**config.mk**
```make
export PLATFORM = sky130hd
export DESIGN_NAME = clock_set_controller
export DESIGN_NICKNAME = d
export VERILOG_FILES = /design/src/rtl/clock_ctrl_pkg.sv /design/src/rtl/btn_debounce.sv /design/src/rtl/clock_set_controller.sv
export SDC_FILE = /design/constraint.sdc
export NUM_CORES = 1
export LEC_CHECK = 0
export BUFFER_PORTS_ARGS = -buffer_cell sky130_fd_sc_hd__buf_2
export CELL_PAD_IN_SITES_DETAIL_PLACEMENT = 0
export CELL_PAD_IN_SITES_GLOBAL_PLACEMENT = 2
export CORE_UTILIZATION = 40
export DETAILED_ROUTE_END_ITERATION = 10
export GPL_TIMING_DRIVEN = 0
export PLACE_DENSITY = 0.86
export SLEW_MARGIN = 20
export SYNTH_ARGS = -nofsm -noshare
export SYNTH_HDL_FRONTEND = slang
export SYNTH_SLANG_ARGS = --single-unit
```
**constraint.sdc**
```tcl
create_clock -name clk_100MHz -period 2.9 [get_ports clk_100MHz]
set_input_delay 0 -clock clk_100MHz [delete_from_list [all_inputs] [get_ports clk_100MHz]]
set_output_delay 0 -clock clk_100MHz [all_outputs]
set_load 0.02 [all_outputs]
```
**src/rtl/clock_ctrl_pkg.sv**
```systemverilog
// rtl/clock_ctrl_pkg.sv - shared mode encoding, default timing constants and helpers for the clock-set controller
package clock_ctrl_pkg;

  typedef enum logic [1:0] {
    RUN      = 2'd0,
    SET_HR   = 2'd1,
    SET_MIN  = 2'd2,
    SET_AMPM = 2'd3
  } mode_t;

  localparam int DEF_DB_CYCLES     = 1_000_000;
  localparam int DEF_TIMEOUT_S     = 30;
  localparam int DEF_HOLD_CYCLES   = 50_000_000;
  localparam int DEF_REPEAT_CYCLES = 25_000_000;

  // Bits needed for a counter that must hold the value n.
  function automatic int cnt_width(input int n);
    return (n < 2) ? 1 : $clog2(n + 1);
  endfunction

  // Mode button walks the set states in display order and wraps back to RUN.
  function automatic mode_t next_mode(input mode_t m);
    case (m)
      RUN:     return SET_HR;
      SET_HR:  return SET_MIN;
      SET_MIN: return SET_AMPM;
      default: return RUN;
    endcase
  endfunction

endpackage

```
**src/rtl/btn_debounce.sv**
```systemverilog
// rtl/btn_debounce.sv - 2-flop synchronizer, stable-window debouncer and rising-edge press pulse for one button
module btn_debounce
  import clock_ctrl_pkg::*;
#(
  parameter int DB_CYCLES = DEF_DB_CYCLES
) (
  input  logic clk_100MHz,
  input  logic reset,
  input  logic btn_i,
  output logic level_o,
  output logic press_o
);

  localparam int             CW      = cnt_width(DB_CYCLES);
  localparam logic [CW-1:0]  DB_LAST = CW'(DB_CYCLES - 1);

  logic          sync0_q, sync1_q;
  logic          level_q, level_d;
  logic          press_q, press_d;
  logic [CW-1:0] cnt_q, cnt_d;

  // Level flips only after DB_CYCLES consecutive synchronized samples disagree with it.
  always_comb begin
    cnt_d   = '0;
    level_d = level_q;
    press_d = 1'b0;
    if (sync1_q != level_q) begin
      if (cnt_q == DB_LAST) begin
        level_d = sync1_q;
        press_d = sync1_q;
      end else begin
        cnt_d = cnt_q + 1'b1;
      end
    end
  end

  // Synchronizer, window counter, debounced level and press pulse registers.
  always_ff @(posedge clk_100MHz or posedge reset) begin
    if (reset) begin
      sync0_q <= 1'b0;
      sync1_q <= 1'b0;
      cnt_q   <= '0;
      level_q <= 1'b0;
      press_q <= 1'b0;
    end else begin
      sync0_q <= btn_i;
      sync1_q <= sync0_q;
      cnt_q   <= cnt_d;
      level_q <= level_d;
      press_q <= press_d;
    end
  end

  assign level_o = level_q;
  assign press_o = press_q;

endmodule

```
**src/rtl/clock_set_controller.sv**
```systemverilog
// rtl/clock_set_controller.sv - clock-setting mode FSM with increment strobes; CLOCK_SET_AUTO_REPEAT_EN adds up-button auto-repeat
module clock_set_controller
  import clock_ctrl_pkg::*;
#(
  parameter int DB_CYCLES     = DEF_DB_CYCLES,
  parameter int TIMEOUT_S     = DEF_TIMEOUT_S,
  parameter int HOLD_CYCLES   = DEF_HOLD_CYCLES,
  parameter int REPEAT_CYCLES = DEF_REPEAT_CYCLES
) (
  input  logic       clk_100MHz,
  input  logic       reset,
  input  logic       btn_mode,
  input  logic       btn_up,
  input  logic       tick_1Hz,
  output logic [1:0] set_mode,
  output logic       inc_hr,
  output logic       inc_min,
  output logic       toggle_am_pm,
  output logic       sec_clear,
  output logic       blink
);

  localparam int            IW       = cnt_width(TIMEOUT_S);
  localparam logic [IW-1:0] IDLE_PRE = IW'(TIMEOUT_S - 1);

  mode_t         state_q, state_d;
  logic [IW-1:0] idle_q, idle_d;
  logic          tick_q;
  logic          inc_hr_q, inc_hr_d, inc_min_q, inc_min_d, tog_q, tog_d;
  logic          blink_q, blink_d;
  logic          mode_press, up_press, mode_level, up_level;
  logic          in_set, tick_rise, timeout, rep_strobe;
  logic          unused_levels;

  btn_debounce #(.DB_CYCLES(DB_CYCLES)) u_mode_db (
    .clk_100MHz(clk_100MHz), .reset(reset), .btn_i(btn_mode),
    .level_o(mode_level), .press_o(mode_press)
  );

  btn_debounce #(.DB_CYCLES(DB_CYCLES)) u_up_db (
    .clk_100MHz(clk_100MHz), .reset(reset), .btn_i(btn_up),
    .level_o(up_level), .press_o(up_press)
  );

  assign in_set    = (state_q != RUN);
  assign tick_rise = tick_1Hz & ~tick_q;
  // A press in the same cycle restarts the idle window, so it beats the timeout.
  assign timeout   = in_set && !mode_press && !up_press && tick_rise && (idle_q == IDLE_PRE);

`ifdef CLOCK_SET_AUTO_REPEAT_EN
  localparam int RW = cnt_width((HOLD_CYCLES > REPEAT_CYCLES) ? HOLD_CYCLES : REPEAT_CYCLES);
  localparam logic [RW-1:0] HOLD_LAST = RW'(HOLD_CYCLES - 1);
  localparam logic [RW-1:0] REP_LAST  = RW'(REPEAT_CYCLES - 1);

  logic [RW-1:0] rep_cnt_q, rep_cnt_d;
  logic          rep_first_q, rep_first_d, rep_armed_q, rep_armed_d;

  // Armed by an up press in a set state; disarmed by release, mode change or timeout.
  always_comb begin
    rep_cnt_d   = '0;
    rep_first_d = 1'b1;
    rep_armed_d = 1'b0;
    rep_strobe  = 1'b0;
    if (in_set && !mode_press && !timeout) begin
      if (up_press) begin
        rep_armed_d = 1'b1;
      end else if (rep_armed_q && up_level) begin
        rep_armed_d = 1'b1;
        if (rep_cnt_q == (rep_first_q ? HOLD_LAST : REP_LAST)) begin
          rep_strobe  = 1'b1;
          rep_first_d = 1'b0;
        end else begin
          rep_cnt_d   = rep_cnt_q + 1'b1;
          rep_first_d = rep_first_q;
        end
      end
    end
  end

  // Auto-repeat hold/period counter registers.
  always_ff @(posedge clk_100MHz or posedge reset) begin
    if (reset) begin
      rep_cnt_q   <= '0;
      rep_first_q <= 1'b1;
      rep_armed_q <= 1'b0;
    end else begin
      rep_cnt_q   <= rep_cnt_d;
      rep_first_q <= rep_first_d;
      rep_armed_q <= rep_armed_d;
    end
  end

  assign unused_levels = mode_level;
`else
  localparam int unused_repeat_params = HOLD_CYCLES + REPEAT_CYCLES;

  assign rep_strobe    = 1'b0;
  assign unused_levels = mode_level ^ up_level;
`endif

  // Next mode, idle seconds and the strobe for the field being set; mode press wins over up.
  always_comb begin
    state_d   = state_q;
    idle_d    = idle_q;
    inc_hr_d  = 1'b0;
    inc_min_d = 1'b0;
    tog_d     = 1'b0;
    if (mode_press) begin
      state_d = next_mode(state_q);
      idle_d  = '0;
    end else if (in_set) begin
      if (timeout) begin
        state_d = RUN;
        idle_d  = '0;
      end else begin
        if (up_press) begin
          idle_d = '0;
        end else if (tick_rise) begin
          idle_d = idle_q + 1'b1;
        end
        if (up_press || rep_strobe) begin
          case (state_q)
            SET_HR:  inc_hr_d  = 1'b1;
            SET_MIN: inc_min_d = 1'b1;
            default: tog_d     = 1'b1;
          endcase
        end
      end
    end
    blink_d = (state_d == RUN) ? 1'b1 : tick_1Hz;
  end

  // State, idle counter, tick edge detector and registered outputs.
  always_ff @(posedge clk_100MHz or posedge reset) begin
    if (reset) begin
      state_q   <= RUN;
      idle_q    <= '0;
      tick_q    <= 1'b0;
      inc_hr_q  <= 1'b0;
      inc_min_q <= 1'b0;
      tog_q     <= 1'b0;
      blink_q   <= 1'b1;
    end else begin
      state_q   <= state_d;
      idle_q    <= idle_d;
      tick_q    <= tick_1Hz;
      inc_hr_q  <= inc_hr_d;
      inc_min_q <= inc_min_d;
      tog_q     <= tog_d;
      blink_q   <= blink_d;
    end
  end

  assign set_mode     = state_q;
  assign inc_hr       = inc_hr_q;
  assign inc_min      = inc_min_q;
  assign sec_clear    = inc_min_q;
  assign toggle_am_pm = tog_q;
  assign blink        = blink_q;

endmodule

```
==> Yosys cells after proc, flatten, opt, wreduce, memory -nomap -nowiden <==
Index checks and enable logic that the tools add are counted.
{ "word_totals": {"elab_cells": 77, "regBits": 60, "out_inout_bits": 7, "in_bits": 5} }
{ "classes": {"n_bitwise": 2, "n_reduce_logical": 15, "n_eq_ne": 7, "mux": 33, "addsub": 3} }
{ "ops": {"columns": ["cell", "n"], "rows": [
  ["$mux 20", 4],
  ["$add 20x1->20 const B", 2],
  ["$eq 20x20->1 const B", 2],
  ["$mux 5", 5],
  ["$mux 1", 20],
  ["$mux 2", 3],
  ["$pmux 2 s3", 1],
  ["$reduce_and 2->1", 3],
  ["$add 5x1->5 const B", 1],
  ["$eq 5x5->1 const B", 1],
  ["$logic_and 1x1->1", 4],
  ["$logic_not 2->1", 2],
  ["$reduce_bool 2->1", 2],
  ["$reduce_bool 4->1", 1],
  ["$eq 2x1->1 const B", 1],
  ["$eq 2x2->1 const B", 1],
  ["$logic_not 1->1", 2],
  ["$ne 1x1->1", 2],
  ["$reduce_or 2->1", 1],
  ["$and 1x1->1", 1],
  ["$not 1->1", 1]
]} }

==> Longest topological paths before layout <==
{ "logic_depth": {"depth_word": 10, "depth_mapped": 6, "mapped_depth_nobuf": 6} }

==> Modules after synthesis <==
Synthesis repeated with hierarchy kept, for this count alone.
{ "unflattened": {"cells_unflattened": 277, "area_unflattened_um2": 2959.1} }
{ "by_module_without_submodules": {"columns": ["module", "area_per_inst_um2", "n_inst", "seq_area_each_um2", "cells_per_inst"], "rows": [
  ["btn_debounce (u_up_db)", 1188.6, 1, 600.6, 108],
  ["btn_debounce (u_mode_db)", 1147.4, 1, 600.6, 110],
  ["clock_set_controller", 623.1, 1, 301.5, 59]
]} }

==> Least setup slack after synthesis <==
Ideal clock, no wire load.
{ "synth_timing": {"path_type": "reg2reg", "startpoint": "register u_up_db.cnt_q[0]", "endpoint": "register u_up_db.cnt_q[18]", "period_less_slack_ns": 1.971, "slack_ns": 0.929, "path_stages_with_launch": 7, "setup_ns": 0.078, "arrival_ns": 1.893, "path_buffers": 1, "required_time_ns": 2.822, "path_cell_list": "dfrtp_1 -> ha_1 -> nand2_1 -> or4_1 -> buf_2 -> or4_1 -> a21oi_1"} }
{ "synth_via": {"elab_chain_len": 3, "word_cells_on_any_way": 4, "cone_classes": "add/sub (1); eq/ne (1); mux (2)"} }
{ "synth_rtl": {"columns": ["element", "line", "rtl"], "rows": [
  ["from (decl)", "btn_debounce.sv:20", "logic [CW-1:0] cnt_q, cnt_d;"],
  ["from (signal assigned)", "btn_debounce.sv:48", "cnt_q <= cnt_d;"],
  ["$add 20x1->20 or $eq 20x20->1 (tied branches)", "btn_debounce.sv:32, btn_debounce.sv:28", null],
  ["$mux 20 *", "btn_debounce.sv:28", "if (cnt_q == DB_LAST) begin"],
  ["$mux 20 *", "btn_debounce.sv:27", "if (sync1_q != level_q) begin"],
  ["named net u_up_db.cnt_d[18]", "btn_debounce.sv:20", null]
]} }
The timed path passes the listed nets; every way through them passes the cells marked *.
A chain may end at the register's enable or synchronous reset.

==> Worst setup path after layout <==
Ends and elaborated chain as after synthesis.

==> out/results.ini <==
[synth]
synth_area_per_cell_um2 = 9.93
synth.largest_area_cell = dfrtp_1
syn_area_mm2 = 0.00287
synth-edff-count = 0
synth_top_area_share_pct = 51.5
synth_cell_types = 39
synthCells = 289
synthTopCellsByCount = dfrtp_1, nor2_1, nand3_1
yosys_warnings = 0
async_flop_share_pct = 100
synth_area_leaders = dfrtp_1, xnor2_1, nor2_1
syn_nets = 301
ys_ff_latch = 60
synth.most_common_cell = dfrtp_1
synthFlopType = dfrtp_1
ys_seq_area_share_pct = 52.4

[worst_setup_path]
cp_slowest_cell = or4_1
crit_buf_inv = 1
path_common_cell = or4_1
crit_family = simple AND/OR/NAND/NOR gates
cp-end-kind = register
crit_type = register to register
required_ps = 3150
cp_slowest_stage_delay_ps = 510
cp-start-kind = register
cp.arrival_ps = 2420
crit_chain = ha_1 > nand2_1 > or4_1 > buf_2 > or4_1 > a21oi_1
r2r-start = u_up_db.cnt_q[0]
path_max_fanout = 7
startpoint = u_up_db.cnt_q[0]

[global_routing]
track_usage_pct = 16.7
grt_first_pass_wirelength_um = 9540
grt_start_max_net_pins = 47
antenna_found_initial = 0
overflow = 0
grt_pass1_vias = 2094

[finish]
nets = 328
final_core_util_pct = 49.0
n_antenna_cell = 0
syn2layout_area_growth_pct = 17.3
drive_above_1_share_pct = 11.2
nFillCells = 645

[drt]
drc = 0
drtAntennaViolNets = 0
vias = 2149
drt-total-wl_um = 5490
wl_per_cell_um = 13.2
drtIter0Drc = 83
viasPerCell = 5.15
first_pass_iters = 4

[sta]
max_freq_mhz = 463
final_max_slew_viol_count = 0
slew_headroom_pct = 52.7
fin_crit_sh_pct = 74.5
setup_tns_ps = 0
tightest_slew_ps = 703
skew_ps = 3.51
period_needed_ps = 2160
hold_violations = 0
setup_violations = 0
rsz0062_at_grt = no

[floorplanning]
ioPinCount = 12
initial_utilization_pct = 41.8
die_h_um = 86.7
die_area_mm2 = 0.00752
rows = 30
die-width_um = 86.7
fp.coreArea_mm2 = 0.00687

[clock_tree]
clk_pin_slew_ps = 70
cts_buffers = 9
ctsHtreeMaxLevel = 3
cts_tree = built
clockRootBuffer = clkbuf_8
clk_latency_ps = 330
numClockSinks = 60
clockBufferDepth = 2
cts_resized = 0

[power]
p_clk_share_pct = 47.2
power_frac_comb_pct = 6.7
seq_power_share_pct = 46.0
p_total_w = 0.00199
vdd_drop_max_mv = 0.504
switching_share_pct = 22.0
leakage_nw = 1.41
power.density_mw_per_mm2 = 591
p_int_w = 0.00155
p_sw_w = 0.000437

[place]
dp_hpwl_um = 3750
routabilityCongestion = 0.709
io_buffers = 11

[run_status]
status = complete, no violations

[run]
drv_cap = 0

[hold_path]
hold_class = primary input to async pin

==> metrics by stage <==
step                      setup WS [ps]  hold slack, ps  std cells  cell area [um^2]
after floorplan                     929            31.4        289              2870
after detailed placement            738           -55.5        397              3070
after CTS                           717             124        417              3360
final                               739             139        417              3360
after global routing                597             154        417              3360
after global placement              612             110        396              3040
==> registers in the layout (all words and copies together) (netlist names) <==
| register | count |
|---|---|
| blink | 1 |
| idle_q | 5 |
| inc_hr | 1 |
| inc_min | 1 |
| set_mode | 2 |
| tick_q | 1 |
| toggle_am_pm | 1 |
| u_mode_db.cnt_q | 20 |
| u_mode_db.level_o | 1 |
| u_mode_db.press_o | 1 |
| u_mode_db.sync0_q | 1 |
| u_mode_db.sync1_q | 1 |
| u_up_db.cnt_q | 20 |
| u_up_db.level_o | 1 |
| u_up_db.press_o | 1 |
| u_up_db.sync0_q | 1 |
| u_up_db.sync1_q | 1 |
==> placed cells by master (no fill, tap or decap), types with 10 or more instances in the layout <==
| master | instances |
|---|---|
| o21ai_0 | 14 |
| nand3_1 | 20 |
| buf_2 | 12 |
| dfrtp_1 | 59 |
| inv_1 | 15 |
| clkbuf_8 | 11 |
| nand4_1 | 10 |
| nand2_1 | 14 |
| a21oi_1 | 16 |
| nor4_1 | 10 |
| xor2_1 | 12 |
| nor2_1 | 30 |
| xnor2_1 | 13 |
==> worst reg2reg max path, stage by stage, from the launching register on <==
cell     delay, ps
dfrtp_1        410
ha_1           250
nand2_1        110
or4_1          510
buf_2          170
or4_1          480
a21oi_1        150
==> per-layer routing <==
metal / GRT usage, % / vias up / part of all wire (%)
met5: 0 / - / 0
met1: 20.3 / 1039 / 47
li1: - / 1089 / -
met2: 27.2 / 14 / 49
met4: 7.12 / 0 / 1.8
met3: 5.43 / 7 / 2.4
==> kinds of logic after synthesis <==
family | after synthesis | synth area share, %
DFF | 60 | 52.4
adders and majority gates | 7 | 3.05
xor gates and xnor gates | 25 | 7.63
muxes | 1 | 0.392
and+or+nand+nor | 126 | 23.7
AOI/OAI and AO/OA | 46 | 9.55
buffers and inverters | 24 | 3.31
==> power by group through the flow <==
stage / logic [W] / clock network (W) / registers, W
6_report: 0.000134 / 0.000938 / 0.000915
5_1_grt: 0.000155 / 0.00100 / 0.000920
4_1_cts: 0.000138 / 0.000961 / 0.000915
3_5_place_dp: 0.000134 / 0 / 0.000931
3_3_place_gp: 0.000125 / 0 / 0.000930
2_1_floorplan: 0.0000929 / 0 / 0.000927
==> path summary, 6_finish.rpt <==
kind                       slack, ps  cells after the start                end
max reg2reg                      740                      6  u_up_db.cnt_q[18]
max in group asynchronous       2240                      4              blink
min reg2reg                      350                      0    u_up_db.sync1_q
max                              740                      6  u_up_db.cnt_q[18]
min in group clk_100MHz          300                      2    u_up_db.sync0_q
min                              140                      3   u_up_db.cnt_q[2]
==> what timing repair did <==
action	4_1_cts	5_1_grt
hold buffers	4	0
buffers inserted	0	0
hold endpoints to repair	63	0
==> cell type report <==
type | count | area, um^2 | area share, %
inverter | 16 | 62.6 | 1.86
sequential | 60 | 1500 | 44.7
timing repair buffer | 16 | 123 | 3.64
multi-input combinational | 205 | 1270 | 37.8
clock inverter | 4 | 95.1 | 2.83
clock buffer | 12 | 155 | 4.61
buffer | 8 | 35.0 | 1.04
tap | 96 | 120 | 3.57
No activity file was read; power rests on OpenSTA's default activity.
